**config.mk**
```make
export PLATFORM = sky130hd
export DESIGN_NAME = stream_fifo
export DESIGN_NICKNAME = d
export VERILOG_FILES = /design/src/rtl/stream_fifo_pkg.sv /design/src/rtl/stream_fifo_mem.sv /design/src/rtl/stream_fifo.sv
export SDC_FILE = /design/constraint.sdc
export NUM_CORES = 1
export LEC_CHECK = 0
export ABC_CLOCK_PERIOD_IN_PS = 2700
export CAP_MARGIN = 20
export CELL_PAD_IN_SITES_DETAIL_PLACEMENT = 1
export CELL_PAD_IN_SITES_GLOBAL_PLACEMENT = 1
export CORE_MARGIN = 2
export CORE_UTILIZATION = 49
export DETAILED_ROUTE_END_ITERATION = 10
export PLACE_DENSITY_LB_ADDON = 0.1
export SLEW_MARGIN = 20
export SYNTH_ARGS = -nofsm -noshare
export SYNTH_HDL_FRONTEND = slang
export SYNTH_SLANG_ARGS = --single-unit
```
**constraint.sdc**
```tcl
create_clock -name clk_i -period 2.7 [get_ports clk_i]
set_clock_uncertainty 0.1 [all_clocks]
set_input_delay 0.54 -clock clk_i [delete_from_list [all_inputs] [get_ports clk_i]]
set_output_delay 0.54 -clock clk_i [all_outputs]
set_load 0.05 [all_outputs]
```
**src/rtl/stream_fifo_pkg.sv**
```systemverilog
// stream_fifo_pkg: default parameter values and sizing helper shared by the
// stream_fifo top level and its storage array.
package stream_fifo_pkg;

   localparam int unsigned SF_DATA_WIDTH_DEF   = 16;
   localparam int unsigned SF_ADDR_WIDTH_DEF   = 5;
   localparam int unsigned SF_ALMOST_EMPTY_DEF = 2;

   // Number of entries addressed by an index of addr_width bits.
   function automatic int unsigned sf_depth(input int unsigned addr_width);
      return 32'd1 << addr_width;
   endfunction

endpackage

```
**src/rtl/stream_fifo_mem.sv**
```systemverilog
// stream_fifo_mem: DEPTH x DATA_WIDTH storage with synchronous write and
// asynchronous read so it maps onto distributed RAM. Contents are not reset.
module stream_fifo_mem
   import stream_fifo_pkg::*;
#(
   parameter int unsigned DATA_WIDTH = SF_DATA_WIDTH_DEF,
   parameter int unsigned ADDR_WIDTH = SF_ADDR_WIDTH_DEF
) (
   input  logic                  clk_i,
   input  logic                  wr_en_i,
   input  logic [ADDR_WIDTH-1:0] wr_addr_i,
   input  logic [DATA_WIDTH-1:0] wr_data_i,
   input  logic [ADDR_WIDTH-1:0] rd_addr_i,
   output logic [DATA_WIDTH-1:0] rd_data_o
);

   localparam int unsigned DEPTH = sf_depth(ADDR_WIDTH);

   logic [DATA_WIDTH-1:0] mem_q [DEPTH];

   // Store the accepted word at the tail index.
   always_ff @(posedge clk_i) begin
      if (wr_en_i) begin
         mem_q[wr_addr_i] <= wr_data_i;
      end
   end

   assign rd_data_o = mem_q[rd_addr_i];

endmodule

```
**src/rtl/stream_fifo.sv**
```systemverilog
// stream_fifo: valid/ready FIFO with first-word-fall-through read data,
// registered occupancy and threshold flags.
// Optional feature: define STREAM_FIFO_WATERMARK_EN to add watermark_clear_i
// and watermark_o (peak occupancy since reset, flush or clear).
module stream_fifo
   import stream_fifo_pkg::*;
#(
   parameter int unsigned DATA_WIDTH         = SF_DATA_WIDTH_DEF,
   parameter int unsigned ADDR_WIDTH         = SF_ADDR_WIDTH_DEF,
   parameter int unsigned ALMOST_EMPTY_LEVEL = SF_ALMOST_EMPTY_DEF,
   parameter int unsigned ALMOST_FULL_LEVEL  = sf_depth(ADDR_WIDTH) - 2
) (
   input  logic                  clk_i,
   input  logic                  rst_i,
   input  logic                  flush_i,
   input  logic [DATA_WIDTH-1:0] wr_data_i,
   input  logic                  wr_valid_i,
   output logic                  wr_ready_o,
   output logic [DATA_WIDTH-1:0] rd_data_o,
   output logic                  rd_valid_o,
   input  logic                  rd_ready_i,
`ifdef STREAM_FIFO_WATERMARK_EN
   input  logic                  watermark_clear_i,
   output logic [ADDR_WIDTH:0]   watermark_o,
`endif
   output logic [ADDR_WIDTH:0]   level_o,
   output logic                  empty_o,
   output logic                  almost_empty_o,
   output logic                  almost_full_o,
   output logic                  full_o
);

   localparam int unsigned DEPTH = sf_depth(ADDR_WIDTH);

   typedef logic [ADDR_WIDTH:0] level_t;

   localparam level_t LVL_ONE  = level_t'(1);
   localparam level_t LVL_FULL = level_t'(DEPTH);
   localparam level_t LVL_AE   = level_t'(ALMOST_EMPTY_LEVEL);
   localparam level_t LVL_AF   = level_t'(ALMOST_FULL_LEVEL);

   // Pointers carry one extra bit so a full buffer and an empty one differ.
   level_t wr_ptr_q, wr_ptr_d;
   level_t rd_ptr_q, rd_ptr_d;
   level_t level_q,  level_d;
   logic   empty_q,  empty_d;
   logic   aempty_q, aempty_d;
   logic   afull_q,  afull_d;
   logic   full_q,   full_d;

   logic                  wr_fire;
   logic                  rd_fire;
   logic [DATA_WIDTH-1:0] mem_rdata;

   // Fires depend only on registered flags, so no input reaches an output.
   assign wr_fire = wr_valid_i & ~full_q;
   assign rd_fire = rd_ready_i & ~empty_q;

   // Next pointers; occupancy is their modular difference, flags follow it.
   always_comb begin
      wr_ptr_d = wr_ptr_q;
      rd_ptr_d = rd_ptr_q;
      if (flush_i) begin
         wr_ptr_d = '0;
         rd_ptr_d = '0;
      end else begin
         if (wr_fire) wr_ptr_d = wr_ptr_q + LVL_ONE;
         if (rd_fire) rd_ptr_d = rd_ptr_q + LVL_ONE;
      end
      level_d  = wr_ptr_d - rd_ptr_d;
      empty_d  = (level_d == '0);
      full_d   = (level_d == LVL_FULL);
      aempty_d = (level_d <= LVL_AE);
      afull_d  = (level_d >= LVL_AF);
   end

   // Pointer, level and flag registers.
   always_ff @(posedge clk_i or posedge rst_i) begin
      if (rst_i) begin
         wr_ptr_q <= '0;
         rd_ptr_q <= '0;
         level_q  <= '0;
         empty_q  <= 1'b1;
         aempty_q <= 1'b1;
         afull_q  <= 1'b0;
         full_q   <= 1'b0;
      end else begin
         wr_ptr_q <= wr_ptr_d;
         rd_ptr_q <= rd_ptr_d;
         level_q  <= level_d;
         empty_q  <= empty_d;
         aempty_q <= aempty_d;
         afull_q  <= afull_d;
         full_q   <= full_d;
      end
   end

   // A write presented alongside flush is dropped rather than stored.
   stream_fifo_mem #(
      .DATA_WIDTH(DATA_WIDTH),
      .ADDR_WIDTH(ADDR_WIDTH)
   ) u_mem (
      .clk_i    (clk_i),
      .wr_en_i  (wr_fire & ~flush_i),
      .wr_addr_i(wr_ptr_q[ADDR_WIDTH-1:0]),
      .wr_data_i(wr_data_i),
      .rd_addr_i(rd_ptr_q[ADDR_WIDTH-1:0]),
      .rd_data_o(mem_rdata)
   );

   assign wr_ready_o     = ~full_q;
   assign rd_valid_o     = ~empty_q;
   assign rd_data_o      = empty_q ? '0 : mem_rdata;
   assign level_o        = level_q;
   assign empty_o        = empty_q;
   assign almost_empty_o = aempty_q;
   assign almost_full_o  = afull_q;
   assign full_o         = full_q;

`ifdef STREAM_FIFO_WATERMARK_EN
   level_t wm_q, wm_d;

   // Track the peak registered level; flush or clear restart from level_next.
   always_comb begin
      wm_d = wm_q;
      if (flush_i || watermark_clear_i) begin
         wm_d = level_d;
      end else if (level_q > wm_q) begin
         wm_d = level_q;
      end
   end

   // Watermark register.
   always_ff @(posedge clk_i or posedge rst_i) begin
      if (rst_i) begin
         wm_q <= '0;
      end else begin
         wm_q <= wm_d;
      end
   end

   assign watermark_o = wm_q;
`endif

endmodule

```
==> metrics.txt, run 1 <==
outcome=complete, but fails checks; failing checks=setup timing; Synth warnings=0; Synth Cell Area=21000 µm²; Critical Path AT=2.83 ns; setup ws final=-0.773 ns; GRT Total Usage=24.2%; Synth area leader=edfxtp_1; max-slew violations=0; dominant synthesized flop cell=edfxtp_1; maximum fanout along the worst path=6; FMAX=288 MHz; Worst-Skew Late Latency=0.59 ns; wire per inst=28.2 µm; Mapped Nets=1091; top-count cell post-synth=edfxtp_1; CTS Buf Count=54; core area=42000 µm²; worst reg-to-reg path cell count=10; CTS tree=done; final hold violation count=0; total number of vias=10900; Synth area leaders=edfxtp_1, mux4_2, dfrtp_1, mux2i_1, a22oi_1; Post-Syn Instances=1059; most instantiated cells after synthesis=edfxtp_1, mux4_2, nor2_1; post-synthesis cell type count=42; Finished Core Util=61.6%; Initial Utilization=49.9%; Worst Path Required=2.06 ns; max_slew headroom=60.3%; kind of start point of the critical path=flip-flop; Final setup viols=21; post-route antenna net violation count=0; min Tclk post-route=3.47 ns; Area Growth Syn to Fin=23.6%; Routed WL=52300 µm; HPWL Detailed=31200 µm; CTS HTree Levels=2; Synth Register Bits=534; DRT iter0 DRCs=808; share of cells above drive strength 1=33.0%; Power Density=803 nW/µm²; R2R setup slack=-0.27 ns; Placer Congestion=0.781; synthesized area per cell=19.8 µm²; Hold Path Class=in2async; CP Class=reg2out; share of the synthesized area in the top cell type=73.4%; DP Cell Count=1748; post-route clock period utilization=129%; peak supply drop=0.787 mV; gr ovfl total=0; multi-input logic area=4950 µm²; cts hold-fix bufs=0; EDFF count, synth=512; Die Footprint=44400 µm²; initial antenna violation count=0; crit path capture type=output pin; R2R Path End=almost_full_o; Worst R2R Start=rd_ptr_q[0]; post-route setup TNS=-12.29 ns; CTS clk-pin slew, worst paths=0.07 ns; Clock Sinks=534; TritonRoute pass-1 iters=5; FP Rows=75; leakage power total=8.51 nW; num ports=49; Synth async-reset ratio=4.12%; root buffer cell=clkbuf_16; WHS=0.210 ns; CTS max path bufs=3; Die H=211 µm; n_diodes=0; Slew @ Worst Pin=0.595 ns; Nets=1303; DR DRC count=0; Seq. cell area=15900 µm²; Vias per Instance=5.88; largest net degree at the start of global routing=38; max cap viols=0; PortBufs=48; RSZ-0062 raised after global routing=yes; post-synthesis sequential area ratio=76.0%; Die Wd=211 µm; Fillers=3583; Non-Filler Instances=1853; first-pass GRT wire length=76900 µm; vias in the first global route=11700
## registers in the layout, summed over array words and instances (netlist names)
register	cells
wr_ptr_q	6
u_mem.mem_q	512
full_o	1
almost_empty_o	1
almost_full_o	1
level_o	6
rd_ptr_q	6
empty_o	1
## metrics by stage
stage | cell area, µm² | total power (W) | setup WS (ns)
6_report | 25900 | 0.0208 | -0.773
5_1_grt | 25900 | 0.0214 | -0.832
4_1_cts | 25800 | 0.0209 | -0.780
3_5_place_dp | 23600 | 0.0132 | -0.642
3_3_place_gp | 23600 | 0.0132 | -0.558
2_1_floorplan | 21100 | 0.0119 | -0.0810
## worst max path at each step
stage                     start             to  cells after the start
floorplan               empty_o  almost_full_o                     11
global placement     rd_ready_i  almost_full_o                     11
detailed placement   rd_ready_i  almost_full_o                     10
CTS                 rd_ptr_q[0]   rd_data_o[1]                      8
global route        rd_ptr_q[0]   rd_data_o[2]                      8
finish              rd_ptr_q[0]   rd_data_o[7]                      8
## cells by family (layout without fill, tap and decap cells)
group	after synthesis	in the layout	share of synthesized area [%]
AOI/OAI and AO/OA	123	123	4.06
xor gates and xnor gates	12	12	0.579
adders and majority gates	11	11	0.692
buffers and inverters	99	354	2.45
DFF	534	534	76.0
muxes	147	147	12.8
and+or+nand+nor	133	133	3.43
## repair_timing
action	4_1_cts	5_1_grt
gates cloned	3	1
hold endpoints to repair	0	0
endpoints found under the setup margin	22	22
pin swaps	14	10
setup buffers	3	0
resized for setup	63	26
## placed cells by master, fill, tap and decap left out, drive strengths merged, types with 2 or more instances in the layout
cell,synthesis,layout
ha,10,10
nand4,3,3
nor2b,25,25
a211oi,17,17
a221oi,16,16
a31oi,16,16
dfrtp,20,20
or3,2,2
bufinv,0,5
xnor2,3,3
dfstp,2,2
nand2b,2,2
a22oi,32,32
nand3,18,18
or2,7,7
clkinv,0,25
o22ai,18,18
mux2,2,2
mux4,96,96
o21ai,3,3
nor2,50,50
xor2,8,8
nor3b,3,3
buf,34,178
edfxtp,512,512
clkbuf,20,69
nor3,2,2
nand2,13,13
inv,45,45
mux2i,49,49
nand3b,6,6
a21oi,20,20
clkdlybuf4s50,0,30
## routing by layer
| layer | share of wire (%) | up-vias | track usage, % |
|---|---|---|---|
| met5 | 0 | - | 0 |
| met4 | 2.8 | 0 | 8.06 |
| met3 | 4.3 | 77 | 3.29 |
| met2 | 48 | 292 | 38.8 |
| met1 | 45 | 5791 | 34.9 |
| li1 | - | 4741 | - |
## area by class of cell
cell class / count / share of cell area (%)
Sequential cell: 534 / 61.5
Multi-Input combinational cell: 426 / 19.1
Timing Repair Buffer: 210 / 9.38
Clock buffer: 68 / 5.67
Tap cell: 539 / 2.60
Clock inverter: 31 / 1.05
Inverter: 45 / 0.652
## where the power goes
part	switching [W]	total (W)	internal [W]
Sequential	0.000105	0.00934	0.00924
Combinational	0.00227	0.00410	0.00183
Clock	0.00305	0.00735	0.00430
## worst max-delay path, stage by stage, from the launching register on
cell      delay [ns]
dfrtp_4         0.53
buf_12          0.14
buf_16          0.14
buf_4           0.16
mux4_2          0.51
a221oi_2        0.28
buf_4           0.18
a31oi_2         0.11
buf_6           0.17
No activity file was read; power rests on OpenSTA's default activity.
==> inputs of run 2 (changes only) <==
--- a/config.mk
+++ b/config.mk
@@ -5,12 +5,11 @@
 export SDC_FILE = /design/constraint.sdc
 export NUM_CORES = 1
 export LEC_CHECK = 0
-export ABC_CLOCK_PERIOD_IN_PS = 2700
-export CAP_MARGIN = 20
+export ABC_CLOCK_PERIOD_IN_PS = 4000
 export CELL_PAD_IN_SITES_DETAIL_PLACEMENT = 1
 export CELL_PAD_IN_SITES_GLOBAL_PLACEMENT = 1
 export CORE_MARGIN = 2
-export CORE_UTILIZATION = 49
+export CORE_UTILIZATION = 55
 export DETAILED_ROUTE_END_ITERATION = 10
 export PLACE_DENSITY_LB_ADDON = 0.1
 export SLEW_MARGIN = 20
==> constraint.sdc (replaced) <==
create_clock -name clk_i -period 4 [get_ports clk_i]
set_clock_uncertainty 0.1 [all_clocks]
set_input_delay 0.8 -clock clk_i [delete_from_list [all_inputs] [get_ports clk_i]]
set_output_delay 0.8 -clock clk_i [all_outputs]
set_load 0.05 [all_outputs]
==> metrics.txt, run 2 (synthesized netlist as in run 1, its figures left out) <==
outcome=finished clean; CP max stage cell=dfrtp_4; Finished Core Util=64.3% (+2.7 points); vias in the first global route=11400 (-2.5%); PortBufs=48 (unchanged); Nets=1240 (-4.8%); Die H=199 µm (-5.5%); Die Wd=199 µm (-5.5%); max-slew violations=0 (unchanged); Worst-Skew Late Latency=0.59 ns (about the same); maximum fanout along the worst path=5 (-1); GRT Total Usage=26.6% (+2.4 points); Die Footprint=39700 µm² (-11%); Hold Path End=wr_ptr_q[5]; Placer Congestion=0.758 (-3.0%); CTS max path bufs=3 (unchanged); Non-Filler Instances=1756 (-5.2%); Hold Crit Start=wr_ptr_q[5]; total number of vias=10700 (-1.9%); Hold Crit Depth=2; CTS clk-pin slew, worst paths=0.06 ns (about the same); Routed WL=50700 µm (-3.0%); crit-path leading delay family=buffers and inverters; DR DRC count=0 (unchanged); FP Rows=71 (-5.3%); WHS=0.554 ns (+0.343 ns); TritonRoute pass-1 iters=5 (unchanged); gr ovfl total=0 (unchanged); CTS Buf Count=52 (-3.7%); first-pass GRT wire length=74300 µm (-3.4%); HPWL Detailed=29800 µm (-4.2%); R2R Path End=almost_full_o; Fillers=3163 (-12%); CP most frequent cell=buf_4; DRT iter0 DRCs=863 (+6.8%); CP Cell Sequence=buf_4, buf_4, mux4_2, inv_1, o22ai_1, a221oi_1, buf_4, a31oi_1, buf_4; max_slew headroom=45.2% (-15 points); DP Cell Count=1658 (-5.1%); largest net degree at the start of global routing=68 (+79%); Largest Register=u_mem.mem_q; min Tclk post-route=3.87 ns; max cap viols=0 (unchanged); post-layout instance area=24200 µm² (-6.7%); post-route setup TNS=0 ns (+12.29 ns); Vias per Instance=6.09 (+3.5%); CTS HTree Levels=2 (unchanged); max reg flops=512 (unchanged); Worst R2R Start=rd_ptr_q[1]; commonest cells after routing, fill and taps aside=edfxtp_1, buf_4, mux4_2; crit path capture type=output pin; wire per inst=28.9 µm (+2.4%); root buffer cell=clkbuf_16; CP Buf/Inv Count=5 (unchanged); most common cell after layout, fill and taps aside=edfxtp_1; Clock Sinks=534 (unchanged); initial antenna violation count=2 (+2); Area Growth Syn to Fin=15.2%; multi-input logic area=4550 µm² (-8.1%); leakage power total=7.90 nW (-7.2%); Worst Path Required=3.10 ns (+1.04 ns); peak supply drop=0.382 mV (-51%); share of cells above drive strength 1=24.3% (-8.7 points); Initial Utilization=55.8% (+5.9 points); final hold violation count=0 (unchanged); kind of start point of the critical path=flip-flop; Crit. Startpoint=rd_ptr_q[0]; Hold Path Class=reg2reg; worst reg-to-reg path cell count=11 (+1); cts hold-fix bufs=0 (unchanged); post-route antenna net violation count=0 (unchanged); Slew @ Worst Pin=0.822 ns (+0.226 ns); RSZ-0062 raised after global routing=no; Seq. cell area=15900 µm² (about the same); post-route clock period utilization=96.8%; core area=37600 µm² (-11%); num ports=49 (unchanged); R2R setup slack=0.73 ns (+1.00 ns); n_diodes=0 (unchanged); Final setup viols=0 (-100%); CP peak stage delay=0.49 ns (-0.04 ns); CP Class=reg2out; Power Density=544 nW/µm² (-32%); Critical Path AT=2.97 ns (+0.14 ns); FMAX=258 MHz; Placement Cell Area=22500 µm² (-4.7%); CTS tree=done
[run 2: cell types whose count changed in the layout (fill, tap and decap cells not counted), sizes merged]
| cell | previous run | this run |
|---|---|---|
| clkbuf | 69 | 74 |
| buf | 178 | 117 |
| bufinv | 5 | 2 |
| clkinv | 25 | 16 |
| clkinvlp | 1 | 0 |
| dlygate4sd2 | 1 | 0 |
| clkdlybuf4s50 | 30 | 31 |
[run 2: cell type report]
type | count | share of cell area, %
clock buffers | 73 | 5.80
clock inverters | 18 | 0.523
inverters | 45 | 0.699
multi-input cells | 426 | 18.8
flip-flops and latches | 534 | 66.0
well taps | 511 | 2.65
repair buffers | 149 | 5.53
[run 2: per-layer routing]
metal | routed length, µm | track usage, %
met3 | 3200 | 5.59
met1 | 21500 | 37.4
met4 | 1320 | 8.51
met5 | 23 | 0
met2 | 24700 | 42.3
[run 2: where the power goes]
| group | internal, W | switching, W |
|---|---|---|
| Sequential | 0.00623 | 0.0000672 |
| Combinational | 0.000935 | 0.00138 |
| Clock | 0.00255 | 0.00197 |
[run 2: through the flow]
step | power, W | setup slack (ns)
4_1_cts | 0.0132 | 0.0640
6_report | 0.0131 | 0.128
3_3_place_gp | 0.00861 | 0.321
5_1_grt | 0.0135 | 0.0183
3_5_place_dp | 0.00866 | 0.231
2_1_floorplan | 0.00800 | 0.883
[run 2: worst register-to-register path, stage by stage (launching register included)]
cell and delay, ns:
dfrtp_4 0.66, buf_12 0.26, ha_1 0.20, nand2_1 0.07
xor2_1 0.14, or2_2 0.31, ha_1 0.36, o21ai_0 0.27
a21oi_1 0.07, o22ai_1 0.17, xor3_2 0.34, a41o_1 0.22
[run 2: worst max-delay path by stage]
stage	end	slack, ns	cells after the start
floorplan	full_o	0.88	10
global placement	almost_full_o	0.32	11
detailed placement	almost_full_o	0.23	11
CTS	rd_data_o[5]	0.06	7
global route	rd_data_o[7]	0.02	8
finish	rd_data_o[3]	0.13	9
[run 2: repair_timing]
item,4_1_cts,5_1_grt
setup endpoints to repair,16,8
gates resized for setup,1,5
buffers inserted,6,1
==> inputs of run 3 (changes only) <==
--- a/config.mk
+++ b/config.mk
@@ -10,6 +10,7 @@
 export CELL_PAD_IN_SITES_GLOBAL_PLACEMENT = 1
 export CORE_MARGIN = 2
 export CORE_UTILIZATION = 55
+export CTS_CLUSTER_DIAMETER = 150
 export DETAILED_ROUTE_END_ITERATION = 10
 export PLACE_DENSITY_LB_ADDON = 0.1
 export SLEW_MARGIN = 20
==> results of run 3 <==
Same layout as run 2: the final DEF is identical, and so are final timing and power.
